--- config.mk ---
export PLATFORM = sky130hd
export DESIGN_NAME = qam_demap
export DESIGN_NICKNAME = d
export VERILOG_FILES = /design/src/rtl/qam_pkg.sv /design/src/rtl/qam_slice.sv /design/src/rtl/qam_demap.sv
export SDC_FILE = /design/constraint.sdc
export NUM_CORES = 1
export LEC_CHECK = 0
export BUFFER_PORTS_ARGS = -buffer_cell sky130_fd_sc_hd__buf_2
export CAP_MARGIN = 20
export CORE_MARGIN = 10
export CORE_UTILIZATION = 59
export CTS_CLUSTER_SIZE = 12
export DETAILED_ROUTE_END_ITERATION = 12
export HOLD_SLACK_MARGIN = 0.1
export PLACE_DENSITY = 0.95
export SYNTH_ARGS = -nofsm -noshare
export SYNTH_HDL_FRONTEND = slang
export SYNTH_SLANG_ARGS = --single-unit
--- constraint.sdc ---
create_clock -name axi_clk -period 3.7 [get_ports axi_clk]
set_clock_uncertainty 0.2 [all_clocks]
set_input_delay 0.74 -clock axi_clk [delete_from_list [all_inputs] [get_ports axi_clk]]
set_output_delay 0.74 -clock axi_clk [all_outputs]
set_load 0.01 [all_outputs]
--- src/rtl/qam_pkg.sv ---
// Shared 16-QAM definitions: frame states, header magic and Gray axis labels.
// The transmit mapper uses the same label constants.
package qam_pkg;

    localparam int DATA_WIDTH = 64;
    localparam int IN_WL      = 22;
    localparam int IN_IL      = 7;

    localparam logic [15:0] HDR_MAGIC = 16'hFFFF;

    // Per-axis labels, Gray-coded so adjacent levels differ by one bit
    localparam logic [1:0] L_M3 = 2'b00;
    localparam logic [1:0] L_M1 = 2'b01;
    localparam logic [1:0] L_P1 = 2'b11;
    localparam logic [1:0] L_P3 = 2'b10;

    typedef enum logic [1:0] {
        HDR  = 2'd0,
        SYM  = 2'd1,
        PASS = 2'd2
    } state_t;

endpackage

--- src/rtl/qam_slice.sv ---
// One-axis hard-decision slicer for 16-QAM. Decision boundaries sit at
// -2.0, 0 and +2.0; a value exactly on a boundary belongs to the region above.
module qam_slice
    import qam_pkg::*;
#(
    parameter int IN_WL = 22,
    parameter int IN_IL = 7
) (
    input  logic [IN_WL-1:0] v,
    output logic [1:0]       label
);

    localparam int FB = IN_WL - IN_IL;
    localparam logic signed [IN_WL-1:0] T_POS = IN_WL'(2 << FB);
    localparam logic signed [IN_WL-1:0] T_NEG = IN_WL'(-(2 << FB));

    logic signed [IN_WL-1:0] sv;

    assign sv = v;

    // Pick the decision region for this component
    always_comb begin
        label = L_P3;
        if (sv < T_NEG) begin
            label = L_M3;
        end else if (sv[IN_WL-1]) begin
            label = L_M1;
        end else if (sv < T_POS) begin
            label = L_P1;
        end
    end

endmodule

--- src/rtl/qam_demap.sv ---
// 16-QAM receive demapper. Header words pass through; symbol words are
// sliced per axis into a {Q, I} label nibble. One output register plus one
// skid entry give full throughput with a registered s_axis_ready.
//
// Build option: QAM_DEMAP_PACK_EN packs 16 symbol nibbles per output word
// (symbol k in bits [4k+3:4k]); a short final group is flushed on last.
//
// state | meaning
// HDR   | expecting a frame header word
// SYM   | symbol payload, words are sliced
// PASS  | non-symbol payload, words forwarded unchanged
module qam_demap
    import qam_pkg::*;
#(
    parameter int DATA_WIDTH = 64,
    parameter int IN_WL      = 22,
    parameter int IN_IL      = 7
) (
    input  logic                  axi_clk,
    input  logic                  axi_reset_n,
    input  logic                  s_axis_valid,
    input  logic [DATA_WIDTH-1:0] s_axis_data,
    input  logic                  s_axis_last,
    output logic                  s_axis_ready,
    output logic                  m_axis_valid,
    output logic [DATA_WIDTH-1:0] m_axis_data,
    output logic                  m_axis_last,
    input  logic                  m_axis_ready
);

    state_t                state, state_nxt;
    logic                  accept;
    logic [1:0]            lab_i, lab_q;
    logic [3:0]            nib;
    logic                  emit;
    logic [DATA_WIDTH-1:0] word;

    logic                  out_valid, out_last;
    logic [DATA_WIDTH-1:0] out_data;
    logic                  skid_valid, skid_last;
    logic [DATA_WIDTH-1:0] skid_data;
    logic                  in_ready;
    logic                  out_free;

`ifdef QAM_DEMAP_PACK_EN
    logic [DATA_WIDTH-1:0] pack_acc, pack_acc_nxt, pack_merged;
    logic [3:0]            pack_cnt, pack_cnt_nxt;
`endif

    assign accept   = s_axis_valid & in_ready;
    assign out_free = ~out_valid | m_axis_ready;
    assign nib      = {lab_q, lab_i};

    qam_slice #(.IN_WL(IN_WL), .IN_IL(IN_IL)) u_slice_i (
        .v     (s_axis_data[IN_WL-1:0]),
        .label (lab_i)
    );

    qam_slice #(.IN_WL(IN_WL), .IN_IL(IN_IL)) u_slice_q (
        .v     (s_axis_data[32+IN_WL-1:32]),
        .label (lab_q)
    );

    // Frame state register
    always_ff @(posedge axi_clk or negedge axi_reset_n) begin
        if (!axi_reset_n) begin
            state <= HDR;
        end else begin
            state <= state_nxt;
        end
    end

    // Next state and the word produced by the current input, if any
    always_comb begin
        state_nxt = state;
        emit      = accept;
        word      = s_axis_data;
`ifdef QAM_DEMAP_PACK_EN
        pack_acc_nxt = pack_acc;
        pack_cnt_nxt = pack_cnt;
        pack_merged  = pack_acc | (DATA_WIDTH'(nib) << {pack_cnt, 2'b00});
`endif
        case (state)
            HDR: begin
                if (accept && !s_axis_last) begin
                    state_nxt = (s_axis_data[DATA_WIDTH-1 -: 16] == HDR_MAGIC) ? SYM : PASS;
                end
            end
            SYM: begin
`ifdef QAM_DEMAP_PACK_EN
                emit = 1'b0;
                word = pack_merged;
                if (accept) begin
                    if (pack_cnt == 4'd15 || s_axis_last) begin
                        emit         = 1'b1;
                        pack_acc_nxt = '0;
                        pack_cnt_nxt = 4'd0;
                    end else begin
                        pack_acc_nxt = pack_merged;
                        pack_cnt_nxt = pack_cnt + 4'd1;
                    end
                end
`else
                word = {{(DATA_WIDTH-4){1'b0}}, nib};
`endif
                if (accept && s_axis_last) begin
                    state_nxt = HDR;
                end
            end
            PASS: begin
                if (accept && s_axis_last) begin
                    state_nxt = HDR;
                end
            end
            default: state_nxt = HDR;
        endcase
    end

`ifdef QAM_DEMAP_PACK_EN
    // Nibble accumulator for packed symbol output
    always_ff @(posedge axi_clk or negedge axi_reset_n) begin
        if (!axi_reset_n) begin
            pack_acc <= '0;
            pack_cnt <= 4'd0;
        end else begin
            pack_acc <= pack_acc_nxt;
            pack_cnt <= pack_cnt_nxt;
        end
    end
`endif

    // Output register with one skid entry; ready tracks skid emptiness
    always_ff @(posedge axi_clk or negedge axi_reset_n) begin
        if (!axi_reset_n) begin
            out_valid  <= 1'b0;
            out_data   <= '0;
            out_last   <= 1'b0;
            skid_valid <= 1'b0;
            skid_data  <= '0;
            skid_last  <= 1'b0;
            in_ready   <= 1'b1;
        end else if (out_free) begin
            if (skid_valid) begin
                out_valid  <= 1'b1;
                out_data   <= skid_data;
                out_last   <= skid_last;
                skid_valid <= 1'b0;
                in_ready   <= 1'b1;
            end else if (emit) begin
                out_valid <= 1'b1;
                out_data  <= word;
                out_last  <= s_axis_last;
            end else begin
                out_valid <= 1'b0;
            end
        end else if (emit) begin
            // Output stalled: ready was high, so the skid entry is free
            skid_valid <= 1'b1;
            skid_data  <= word;
            skid_last  <= s_axis_last;
            in_ready   <= 1'b0;
        end
    end

    assign s_axis_ready = in_ready;
    assign m_axis_valid = out_valid;
    assign m_axis_data  = out_data;
    assign m_axis_last  = out_last;

endmodule

Yosys cells after proc, flatten, opt, wreduce, memory -nomap -nowiden
Index checks and enable logic that the tools add are counted.
{ "totals": {"regBits": 135, "input_bits": 69} }
{ "classes": {"reduce_logical": 11, "order_cmp": 4, "n_eq_ne": 6, "bitwise_logic": 4, "muxes": 22} }
{ "op_table": {"columns": ["cell", "count"], "rows": [
  ["$mux W64", 3],
  ["$lt A22 B17 Y1 const B", 2],
  ["$lt A22 B18 Y1 const B", 2],
  ["$eq A16 B16 Y1 const B", 1],
  ["$mux W2", 7],
  ["$mux W1", 11],
  ["$reduce_and A2 Y1", 4],
  ["$ne A2 B2 Y1 const B", 2],
  ["$pmux W2 S2", 1],
  ["$reduce_bool A2 Y1", 2],
  ["$eq A2 B1 Y1 const B", 1],
  ["$eq A2 B2 Y1 const B", 1],
  ["$logic_and A1 B1 Y1", 2],
  ["$logic_not A2 Y1", 1],
  ["$ne A2 B1 Y1 const B", 1],
  ["$not A1 Y1", 2],
  ["$reduce_or A2 Y1", 1],
  ["$and A1 B1 Y1", 1],
  ["$logic_not A1 Y1", 1],
  ["$or A1 B1 Y1", 1]
]} }

Logic depth before layout (Yosys ltp)
{ "logic_depth": {"word_depth": 7, "mapped_depth": 7, "mapped_depth_nobuf": 7} }

Hierarchy
From an unflattened synthesis, not the netlist that was laid out.
{ "hier_totals": {"hier_cells": 605, "hier_area_um2": 6422.4} }
{ "modules_own_cells": {"columns": ["module", "cells_each", "area_per_inst_um2", "n_inst"], "rows": [
  ["qam_demap", 591, 6324.8, 1],
  ["qam_slice", 7, 48.8, 2]
]} }

Worst setup path after synthesis
OpenSTA, ideal clock, no wires.
{ "synth_path": {"path_type": "input-to-reg", "from": "input s_axis_data[16]", "to": "register out_data[0], in the netlist m_axis_data[0]", "setup_ns": 0.135, "cell_stages": 6, "t_arrival_ns": 1.737, "slack_ns": 1.628, "cell_sequence": "and4_1 nand3_1 ha_1 and3b_1 a211oi_1 o211ai_1"} }
{ "synth_via": {"elab_chain_len": 7, "elab_cells_between_ends": 8, "cone_classes": "2 x order compare; 6 x mux"} }
{ "synth_lines": {"columns": ["item", "line_no", "rtl"], "rows": [
  ["start: declaration", "qam_demap.sv:22", "input logic [DATA_WIDTH-1:0] s_axis_data,"],
  ["$lt A22 B18 Y1", "qam_slice.sv:28", "end else if (sv < T_POS) begin"],
  ["$mux W1", "qam_slice.sv:28", null],
  ["$mux W2", "qam_slice.sv:26", "end else if (sv[IN_WL-1]) begin"],
  ["$mux W2 *", "qam_slice.sv:24", "if (sv < T_NEG) begin"],
  ["$mux W64 *", "qam_demap.sv:83", "case (state)"],
  ["$mux W64 *", "qam_demap.sv:149", "end else if (emit) begin"],
  ["$mux W64 *", "qam_demap.sv:143", "if (skid_valid) begin"],
  ["end signal: assignment", "qam_demap.sv:145", "out_data <= skid_data;"],
  ["end signal: assignment", "qam_demap.sv:151", "out_data <= word;"],
  ["end: declaration", "qam_demap.sv:39", "logic [DATA_WIDTH-1:0] out_data;"]
]} }
Every way passes the cells marked *; elsewhere a longest branch is shown, timed or not. The select of a mux whose other input is x is not followed.
A chain may end at the register's enable or synchronous reset.

Final worst setup path
{ "layout_path": {"from": "register skid_valid", "to": "register out_data[3], in the netlist m_axis_data[3]"} }
{ "layout_via": {"elab_chain_len": 2, "elab_cells_between_ends": 3, "cone_classes": "1 x mux; 2 x reduce/logical"} }
{ "layout_lines": {"columns": ["item", "line_no", "rtl"], "rows": [
  ["start: declaration", "qam_demap.sv:40", "logic skid_valid, skid_last;"],
  ["start signal: assignment", "qam_demap.sv:138", "skid_valid <= 1'b0;"],
  ["start signal: assignment", "qam_demap.sv:147", "skid_valid <= 1'b0;"],
  ["start signal: assignment", "qam_demap.sv:158", "skid_valid <= 1'b1;"],
  ["$reduce_bool A2 Y1 (no line)", null, null],
  ["$reduce_and A2 Y1 (no line)", null, null]
]} }
Parallel ways exist; a longest one is shown, timed or not.

==> flow_summary.json <==
{
  "internal_power_mw": 2.65,
  "hold_buffers": 0,
  "dieArea_um2": 15500,
  "cp_cell_sequence": "a21oi_2, or2_4, buf_4, mux2_2",
  "grt_use_total_pct": 20.4,
  "cp-end-kind": "flip-flop",
  "cap_violations": 0,
  "nNetsFinal": 803,
  "h-tree-depth": 4,
  "rows": 38,
  "place_inst": 847,
  "wl_um": 15800,
  "ioPinCount": 136,
  "fmax_mhz": 428,
  "die_y_um": 125,
  "swShare_pct": 20.2,
  "post_cts_buffers": 0,
  "grt_pass1_vias": 5168,
  "area_growth_syn_to_layout_pct": 20.7,
  "power_density_nw_per_um2": 427,
  "slew_headroom_pct": 56.7,
  "syn_area_per_cell_um2": 10.6,
  "slew_violations": 0,
  "dp_hpwl_um": 10700,
  "syn_nets": 680,
  "grt_max_degree": 130,
  "layout-drive-gt1-share_pct": 32.7,
  "gp_congestion": 0.812,
  "p_leak_nw": 4.07,
  "synthArstFlopShare_pct": 100,
  "power.share.clock_pct": 51.6,
  "vias_per_cell": 5.53,
  "post_cts_resized": 0,
  "crit_buf_inv": 1,
  "setup_tns_ns": 0,
  "netlist_instances": 607,
  "start_util_pct": 60.0,
  "final_cells": 883,
  "mostFrequentLayoutCells": "134 x buf_2, 133 x dfrtp_1, 130 x o21ai_0",
  "globalRouteOverflowTotal": 0,
  "cp_top_family": "simple AND/OR/NAND/NOR gates",
  "firstDrtPassIters": 4,
  "worstSetupPathType": "reg -> reg",
  "tritoncts": "built",
  "num_antenna_cells": 0,
  "tightest_slew_ns": 0.650,
  "crit_path_top_delay_cell": "or2_4",
  "numCtsBuffers": 17,
  "core-area_um2": 10700,
  "wire_per_inst_um": 17.9,
  "ys_warn_count": 0,
  "clkLatencyLatePin_ns": 0.51,
  "worstPathMaxFanout": 27,
  "status": "completed",
  "grt_pass1_wl_um": 26100,
  "fin_ws_ns": 1.36,
  "drcViolationCount": 0,
  "finalHoldViolCount": 0,
  "die_w_um": 125,
  "holdPathStages": 2,
  "ys_types": 36,
  "synth-seq-cells": 135,
  "clock_path_buffers": 2,
  "startpoint_type": "flip-flop",
  "cp_num_cells": 4,
  "nFillCells": 727,
  "post-place-ws_ns": 0.940,
  "seqPwrFrac_pct": 44.4,
  "post-route-min-period_ns": 2.34,
  "reg2regPathDepth": 4,
  "arrival_ns": 2.53,
  "synthFlopType": "dfrtp_1",
  "cts.sinks": 135,
  "switchingPower_mw": 0.673,
  "synth.yosys.seq_area_share_pct": 52.4,
  "layout_commonest_cell": "buf_2",
  "slowest_delay_ns": 0.54,
  "via_count": 4883,
  "setup_viol_count_final": 0,
  "p_comb_share_pct": 3.9,
  "vdd_drop_max_v": 0.000271,
  "rsz0062_at_grt": "no",
  "timing.final.crit_share_pct": 63.1,
  "cts-root-buf": "clkbuf_8",
  "synth_enable_flop_cells": 0,
  "worstPathRequired_ns": 3.90,
  "drt_iter0_markers": 356,
  "finalPower_mw": 3.32,
  "path_clk_slew_ns": 0.06,
  "antenna_found_initial": 0,
  "drtAntennaViolNets": 0,
  "synth_area_um2": 6450,
  "port_buffers": 135,
  "hold_path.class": "in -> reg"
}
==> routing by layer <==
metal | wire length, µm | GRT usage [%] | up-vias | share of wire, %
met5 | 0 | 0 | - | 0
met4 | 347 | 8.09 | 0 | 2.2
met3 | 994 | 6.00 | 33 | 6.3
met2 | 8260 | 34.8 | 174 | 52
met1 | 6240 | 23.5 | 2366 | 39
li1 | - | - | 2310 | -
==> Yosys cell counts (all sizes together), types with 2 or more instances <==
cell type / count / area share [%]
nand2: 128 / 7.5
nand4b: 2 / 0.27
o211ai: 2 / 0.23
nor4: 2 / 0.19
and3b: 2 / 0.27
buf: 16 / 2.7
nand4: 4 / 0.39
a211oi: 2 / 0.23
nand2b: 61 / 5.9
inv: 5 / 0.29
a21oi: 3 / 0.29
nor2b: 2 / 0.19
dfrtp: 134 / 52
mux2: 63 / 14
nor2: 2 / 0.12
ha: 4 / 0.78
mux2i: 3 / 0.47
nand3: 4 / 0.31
o21ai: 130 / 10
nor3b: 2 / 0.23
clkbuf: 26 / 1.5
==> worst register-to-register path, stage by stage (launching register included) <==
cell and delay, ns:
dfrtp_4 0.48, a21oi_2 0.24, or2_4 0.54, buf_4 0.39, mux2_2 0.38
==> path summary, 6_finish.rpt <==
check	slack, ns	start	to
worst max-delay path	1.36	skid_valid$_DFFE_PN0P_	m_axis_data[3]$_DFFE_PN0P_
worst min-delay path	0.26	s_axis_valid	s_axis_ready$_DFFE_PN1P_
worst max register to register	1.36	skid_valid$_DFFE_PN0P_	m_axis_data[3]$_DFFE_PN0P_
worst min register to register	0.28	skid_data[10]$_DFFE_PN0P_	skid_data[10]$_DFFE_PN0P_
max in group asynchronous	1.93	axi_reset_n	skid_data[1]$_DFFE_PN0P_
min in group asynchronous	0.45	axi_reset_n	skid_data[55]$_DFFE_PN0P_
==> layout make-up <==
cell class | instances | area [µm²] | area share, %
timing repair buffer | 146 | 820 | 10.5
multi-input combinational | 425 | 2780 | 35.7
clock buffer | 22 | 453 | 5.82
tap | 140 | 175 | 2.25
clock inverter | 10 | 150 | 1.93
sequential | 135 | 3380 | 43.5
inverter | 5 | 18.8 | 0.241
==> stage by stage <==
stage          util (%)  hold WS [ns]  area (µm²)
2_1_floorplan         -         0.244        6450
6_report           72.4         0.260        7780
5_1_grt            72.4         0.249        7780
3_3_place_gp       66.0         0.261        7090
3_5_place_dp       66.0         0.271        7090
4_1_cts            71.6         0.216        7700
==> registers in the layout, indices dropped and copies added (netlist names) <==
register / count
skid_last: 1
s_axis_ready: 1
m_axis_valid: 1
state: 2
m_axis_data: 64
skid_valid: 1
m_axis_last: 1
skid_data: 64
==> cells by family after synthesis <==
logic type / after synthesis / share of synthesized area [%]
AND/OR/NAND/NOR: 216 / 16.2
AO/OA/AOI/OAI: 139 / 11.1
flip-flops: 135 / 52.4
multiplexers: 66 / 14.9
buffers and inverters: 47 / 4.52
adder cells (fa/ha/maj): 4 / 0.776
==> power by group through the flow <==
stage / sequential, mW / clock (mW) / combinational, mW
global placement: 1.50 / 0 / 0.117
global route: 1.48 / 1.81 / 0.148
floorplan: 1.50 / 0 / 0.0392
finish: 1.48 / 1.72 / 0.130
CTS: 1.48 / 1.74 / 0.127
detailed placement: 1.50 / 0 / 0.125
(Power assumes the default switching activity.)
